### src/rtl/pipeline_hazard_ctrl.sv
// pipeline_hazard_ctrl
//   Stall/flush sequencer for a 5-stage pipeline. It drives the enable and
//   flush/bubble controls of the IF/ID, ID/EX, EX/MEM and MEM/WB registers.
//   It resolves three hazard classes, highest priority first:
//     1. data-memory stall: req/ready handshake, with a timeout
//     2. taken branch in EX
//     3. load-use between the load in EX and the instruction in ID
//   All controls are combinational from state and inputs, so a hazard seen
//   in a cycle governs the capture at the end of that same cycle.
//
// Ports
//   clk, reset          rising-edge clock; synchronous active-high reset
//   id_rs1/id_rs2       ID-stage source register addresses
//   id_uses_rs2         ID instruction reads rs2
//   ex_mem_read, ex_rd  load in EX and its destination register
//   ex_branch_taken     EX resolved a taken branch or jump
//   mem_access          MEM holds a load or store
//   dmem_ready          data memory completes the access this cycle
//   dmem_req            data-memory request
//   pc_en .. mem_wb_en  pipeline-register capture enables
//   if_id_flush         IF/ID loads a NOP
//   id_ex_flush         ID/EX loads a bubble
//   mem_wb_bubble       MEM/WB captures RegWrite=0, MemtoReg=0
//   mem_timeout         sticky memory-timeout error flag
//   stall_cycles        saturating count of cycles with the PC held
module pipeline_hazard_ctrl #(
    parameter int TIMEOUT_CYCLES = 16,
    parameter int CNT_W          = 16
) (
    input  logic             clk,
    input  logic             reset,
    input  logic [4:0]       id_rs1,
    input  logic [4:0]       id_rs2,
    input  logic             id_uses_rs2,
    input  logic             ex_mem_read,
    input  logic [4:0]       ex_rd,
    input  logic             ex_branch_taken,
    input  logic             mem_access,
    input  logic             dmem_ready,
    output logic             dmem_req,
    output logic             pc_en,
    output logic             if_id_en,
    output logic             if_id_flush,
    output logic             id_ex_en,
    output logic             id_ex_flush,
    output logic             ex_mem_en,
    output logic             mem_wb_en,
    output logic             mem_wb_bubble,
    output logic             mem_timeout,
    output logic [CNT_W-1:0] stall_cycles
);

    typedef enum logic [1:0] {RUN, MEM_WAIT, MEM_ERR} state_t;

    localparam int              WC_W    = $clog2(TIMEOUT_CYCLES + 1);
    localparam logic [WC_W-1:0] WC_MAX  = WC_W'(TIMEOUT_CYCLES);
    localparam logic [WC_W-1:0] WC_LAST = WC_W'(TIMEOUT_CYCLES - 1);

    state_t          state, state_nxt;
    logic [WC_W-1:0] wait_cnt;
    logic            mem_stall;
    logic            load_use;

    assign mem_stall = (state != MEM_ERR) && mem_access && !dmem_ready;

    // x0 is hardwired to zero, so a load into x0 never creates a dependency.
    assign load_use = ex_mem_read && (ex_rd != 5'd0) &&
                      ((ex_rd == id_rs1) || (id_uses_rs2 && (ex_rd == id_rs2)));

    always_comb begin
        state_nxt     = state;
        dmem_req      = 1'b0;
        pc_en         = 1'b1;
        if_id_en      = 1'b1;
        if_id_flush   = 1'b0;
        id_ex_en      = 1'b1;
        id_ex_flush   = 1'b0;
        ex_mem_en     = 1'b1;
        mem_wb_en     = 1'b1;
        mem_wb_bubble = 1'b0;

        if (reset || (state == MEM_ERR)) begin
            // Freeze everything: no capture, no request.
            pc_en     = 1'b0;
            if_id_en  = 1'b0;
            id_ex_en  = 1'b0;
            ex_mem_en = 1'b0;
            mem_wb_en = 1'b0;
        end else begin
            dmem_req = mem_access;
            if (mem_stall) begin
                // Hold the front of the pipe. WB drains a bubble so that the
                // stalled instruction is not written back twice.
                pc_en         = 1'b0;
                if_id_en      = 1'b0;
                id_ex_en      = 1'b0;
                ex_mem_en     = 1'b0;
                mem_wb_bubble = 1'b1;
            end else if (ex_branch_taken) begin
                // Redirect the PC. Killing IF/ID and ID/EX also removes any
                // load-use dependent, so load-use is not considered here.
                if_id_flush = 1'b1;
                id_ex_flush = 1'b1;
            end else if (load_use) begin
                pc_en       = 1'b0;
                if_id_en    = 1'b0;
                id_ex_flush = 1'b1;
            end

            // Leaving MEM_WAIT on ready or on a dropped mem_access both
            // appear here as "no stall".
            if (mem_stall)
                state_nxt = (wait_cnt == WC_LAST) ? MEM_ERR : MEM_WAIT;
            else
                state_nxt = RUN;
        end
    end

    always_ff @(posedge clk) begin
        if (reset) begin
            state        <= RUN;
            wait_cnt     <= '0;
            stall_cycles <= '0;
            mem_timeout  <= 1'b0;
        end else begin
            state <= state_nxt;

            if (!mem_stall)
                wait_cnt <= '0;
            else if (wait_cnt != WC_MAX)
                wait_cnt <= wait_cnt + 1'b1;

            if ((state != MEM_ERR) && !pc_en && (stall_cycles != {CNT_W{1'b1}}))
                stall_cycles <= stall_cycles + 1'b1;

            if (state_nxt == MEM_ERR)
                mem_timeout <= 1'b1;
        end
    end

endmodule

### config.mk
export PLATFORM = sky130hd
export DESIGN_NAME = pipeline_hazard_ctrl
export DESIGN_NICKNAME = d
export VERILOG_FILES = /design/src/rtl/pipeline_hazard_ctrl.sv
export SDC_FILE = /design/constraint.sdc
export NUM_CORES = 1
export LEC_CHECK = 0
export ABC_AREA = 0
export CAP_MARGIN = 15
export CORE_UTILIZATION = 42
export CTS_BUF_LIST = sky130_fd_sc_hd__clkbuf_4 sky130_fd_sc_hd__clkbuf_8
export DETAILED_ROUTE_END_ITERATION = 10
export PLACE_DENSITY = 0.87
export SYNTH_ARGS = -nofsm -noshare
export SYNTH_HDL_FRONTEND = slang
export SYNTH_SLANG_ARGS = --single-unit
### constraint.sdc
create_clock -name clk -period 2.36 [get_ports clk]
set_clock_uncertainty 0.2 [all_clocks]
set_input_delay 0.472 -clock clk [delete_from_list [all_inputs] [get_ports clk]]
set_output_delay 0.472 -clock clk [all_outputs]
set_load 0.005 [all_outputs]
* Word level (Yosys, flattened, before mapping) *
Index checks and enable logic that the tools add are counted.

word-level totals
  memory bits (read-only) = 0
  latch bits = 0
  word-level logic and storage cells = 48
  input bits = 22
  output and inout bits = 26
  memory bits (writable) = 0
  bits in registers = 24
  memories kept = 0

operators by class
  div/mod/pow operators = 0
  order comparisons = 0
  $add $sub $neg = 2
  eq/ne operators = 8
  shifts and indexed selects = 0
  reduce and logical (&&, ||, !) cells = 13
  bitwise operators = 1
  mux-type cells = 20
  multiply operators = 0

operator list
  kind                     count
  $mux W1                  17
  $add A16 B1 Y16 const B  1
  $ne A16 B16 Y1 const B   1
  $eq A5 B5 Y1             2
  $logic_and A1 B1 Y1      7
  $mux W2                  3
  $add A5 B1 Y5 const B    1
  $eq A5 B4 Y1 const B     1
  $ne A5 B5 Y1 const B     1
  $reduce_bool A5 Y1       1
  $eq A2 B2 Y1 const B     2
  $logic_not A1 Y1         2
  $logic_or A1 B1 Y1       2
  $ne A2 B2 Y1 const B     1
  $reduce_or A2 Y1         1
  $not A1 Y1               1

* Longest topological paths before layout *
  word-level depth = 11
  mapped depth = 8
  depth with buffers taken out = 7

* Least setup slack after synthesis *
OpenSTA, ideal clock, no wires.

  path type = input to output
  start point = input port ex_rd[1]
  end point = output port pc_en
  arrival time = 1.828 ns
  setup slack = -0.140 ns
  path buffers = 2
  stages = 6
  data required time = 1.688 ns
  cells stage by stage = or4_2 -> o21ai_2 -> o31ai_4 -> inv_2 -> buf_6 -> buf_4

between the ends
  longest elaborated chain between the ends = 8
  elaborated cells between the ends (all ways) = 11
  classes of those cells = eq/ne (2); mux (4); reduce/logical (5)

ends and longest elaborated chain
  item                    line  RTL
  start: declaration      36    input logic [4:0] ex_rd,
  $eq A5 B5 Y1            68    ((ex_rd == id_rs1) || (id_uses_rs2 && (ex_rd == id_rs2)));
  $logic_and A1 B1 Y1     68
  $logic_or A1 B1 Y1      68
  $logic_and A1 B1 Y1 *   67    assign load_use = ex_mem_read && (ex_rd != 5'd0) &&
  $mux W1 * (4 in a row)  --
  end: declaration        41    output logic pc_en,

Mark *: on every way between the ends. The rest lies on a longest branch, timed or not.

* Final worst setup path *
  start point = input port ex_rd[1]
  end point = output port id_ex_flush

between the ends
  longest elaborated chain between the ends = 8
  elaborated cells between the ends (all ways) = 11
  classes of those cells = eq/ne (2); mux (4); reduce/logical (5)

ends and longest elaborated chain
  item                   line  RTL
  $eq A5 B5 Y1           68
  $logic_and A1 B1 Y1    68
  $logic_or A1 B1 Y1     68
  $logic_and A1 B1 Y1 *  67
  $mux W1 *              104   end else if (load_use) begin
  $mux W1 *              99    end else if (ex_branch_taken) begin
  $mux W1 *              91    if (mem_stall) begin
  $mux W1 *              82    if (reset || (state == MEM_ERR)) begin
  end: declaration       45    output logic id_ex_flush,

Marked as above.

==> flow_summary.json <==
{
  "ff_latch_area_um2": 480,
  "min_period_ns": 2.38,
  "place_congestion": 0.806,
  "drive_above_1_share": 0.284,
  "crit_required_ns": 1.69,
  "critPathBufInv": 2,
  "powerDensity_nw_per_um2": 391,
  "insertion_delay_ns": 0.33,
  "peakVddDrop_mv": 0.374,
  "vias": 1458,
  "crit_fanout": 3,
  "ys_async_sr_fraction": 0,
  "ys_seq_area_frac": 0.336,
  "cts_tree": "built",
  "drc": 0,
  "p_leak_nw": 0.871,
  "hpwlAfterDp_mm": 2.69,
  "violations": "setup timing",
  "post-route-period-util": 1.01,
  "synth_edf_count": 0,
  "cpLargestDelayFamily": "simple AND/OR/NAND/NOR gates",
  "power_frac_seq": 0.472,
  "nNetsFinal": 259,
  "grt_util_all_layers": 0.239,
  "power.internal_mw": 0.673,
  "syn_avg_cell_area_um2": 8.52,
  "mappedNetlistArea_um2": 1430,
  "maxCapViolations": 0,
  "worst_slew_pin_slew_ns": 0.577,
  "synth_common_cells": "24 x dfxtp_1, 17 x nor2_1, 10 x a21oi_1, 10 x nor2b_1, 10 x xor2_1",
  "combPwrFrac": 0.188,
  "ys.flop_type": "dfxtp_1",
  "diodes": 0,
  "h-tree-depth": 1,
  "dieHeight_um": 60.4,
  "globalRouteOverflowTotal": 0,
  "antenna_found_initial": 0,
  "synthCells": 168,
  "synth_top_area_frac": 0.336,
  "fillCellCount": 246,
  "grt_pass1_vias": 1405,
  "clockBufferDepth": 2,
  "vias_per_cell": 5.28,
  "slew_headroom": 0.613,
  "hold_viol": 0,
  "hold_path_class": "flip-flop to flip-flop",
  "worstSetupStartpointType": "input pin",
  "setup_viol": 2,
  "cts.sinks": 24,
  "initial_core_util": 0.454,
  "cts_made_buffers": 3,
  "portBuffers": 47,
  "fmax_mhz": 419,
  "multi_input_area_um2": 1040,
  "wirelength_mm": 3.91,
  "clkTransAtPathRegs_ns": 0.12,
  "critPathSlowestCell": "or4_4",
  "postRouteAntennaNets": 0,
  "rows": 20,
  "io_pins": 48,
  "instances_no_fill": 276,
  "critical_path_class": "input pin to output pin",
  "yosysMostFrequentCell": "dfxtp_1",
  "worst_slack_ns": -0.0240,
  "core-area_um2": 3150,
  "cp.arrival_ns": 1.71,
  "grt_max_degree": 30,
  "die_x_um": 60.4,
  "slew_violations": 0,
  "cts_root_buf": "clkbuf_4",
  "status": "finished, violations left",
  "wl_per_cell_um": 14.1,
  "first_pass_iters": 4,
  "synth_nets": 194,
  "grt_pass1_wl_mm": 6.44,
  "p_clk_frac": 0.340,
  "crit_chain": "buf_2, or4_4, o21ai_4, nor2_4, o21a_1, buf_2",
  "ys_types": 42,
  "dp.cells": 267,
  "cpMostUsedCell": "buf_2",
  "end_kind": "output pin",
  "ys_seq_elements": 24,
  "synth_area_leader_cell": "dfxtp_1",
  "switchingPower_mw": 0.209,
  "die_area_um2": 3650,
  "hold_ws_ns": 0.271,
  "syn_to_final_growth_pct": 57.8,
  "rsz0062_at_grt": "true",
  "synth.area.top_cells": "dfxtp_1 34%, mux2_2 6.3%, xor2_1 6.1%, nor2_1 4.5%, nor2b_1 4.4%",
  "synth-warning-count": 0,
  "swShare": 0.237,
  "critPathMaxStageDelay_ns": 0.55,
  "drtIter0Drc": 81
}
## cells in the final DEF, fill, tap and decap left out, types with 5 or more instances in the layout
master,count
dfxtp_1,24
clkdlybuf4s50_1,21
buf_4,18
nor2_1,15
dlygate4sd2_1,12
a21oi_1,10
nand2_1,9
nand3_1,9
xor2_1,8
nor2b_1,8
buf_6,8
inv_1,7
nor3_1,5
o31ai_1,5
buf_2,5
## routing by layer
metal,up-vias,routed length [um],global-route usage
met5,-,0,0
met4,0,129,0.116
met3,12,138,0.0426
li1,729,-,-
met2,37,1930,0.408
met1,680,1710,0.289
## metrics by stage
stage	power [mW]	utilization	setup slack (ns)	TNS, ns	cell area, um^2
detailed placement	0.581	0.650	-0.830	-14.31	2050
global route	0.921	0.716	-0.0897	-0.547	2260
global placement	0.576	0.650	-0.755	-12.39	2050
CTS	0.884	0.705	-0.0261	-0.0261	2220
floorplan	0.485	-	-0.0749	-0.393	1440
finish	0.883	0.716	-0.0240	-0.0241	2260
## worst register-to-register path, delay by kind of cell (launching register included)
family / cells / cell delay [ns]
flops: 1 / 0.36
mux: 1 / 0.32
simple gates: 3 / 0.53
buf+inv: 5 / 0.65
compound gates: 1 / 0.05
## area by class of cell
| type | instances | area share |
|---|---|---|
| Multi-Input combinational cell | 129 | 0.459 |
| Timing Repair Buffer | 67 | 0.267 |
| Sequential cell | 24 | 0.213 |
| Tap cell | 44 | 0.0244 |
| Clock inverter | 1 | 0.0133 |
| Inverter | 8 | 0.0133 |
| Clock buffer | 3 | 0.00997 |
## state kept, by name, summed over array words and instances (netlist names)
signal and cells:
mem_timeout 1, stall_cycles 16, state 2, wait_cnt 5
## kinds of logic after synthesis
kind of cell             count (synthesis)  share of synthesized area
AND/OR/NAND/NOR                         75                      0.285
multiplexers                             9                     0.0699
AO/OA/AOI/OAI                           28                      0.145
adder cells (fa/ha/maj)                  4                     0.0350
flip-flops                              24                      0.336
buffers and inverters                   15                     0.0498
XOR/XNOR                                13                     0.0795
## power by group through the flow
| stage | Clock [mW] | Sequential [mW] | Combinational [mW] |
|---|---|---|---|
| 2_1_floorplan | 0 | 0.424 | 0.0601 |
| 3_3_place_gp | 0 | 0.425 | 0.151 |
| 3_5_place_dp | 0 | 0.425 | 0.155 |
| 4_1_cts | 0.310 | 0.417 | 0.158 |
| 5_1_grt | 0.323 | 0.418 | 0.180 |
| 6_report | 0.300 | 0.417 | 0.166 |
## path summary, 6_finish.rpt
path               startpoint               end  slack (ns)  depth (start not counted)
setup reg to reg     state[1]  stall_cycles[10]        0.13                         10
setup / recovery     ex_rd[1]       id_ex_flush       -0.02                          6
hold reg to reg   mem_timeout       mem_timeout        0.27                          2
hold / removal    mem_timeout       mem_timeout        0.27                          2
## repair_timing
action                     in CTS  in global routing
cloned                          0                  0
pin swaps                      23                  5
setup buffers                   5                  1
setup endpoints to repair      25                 14
resized for setup              86                 14
hold buffers                    0                  0
No activity file was read; power rests on OpenSTA's default activity.
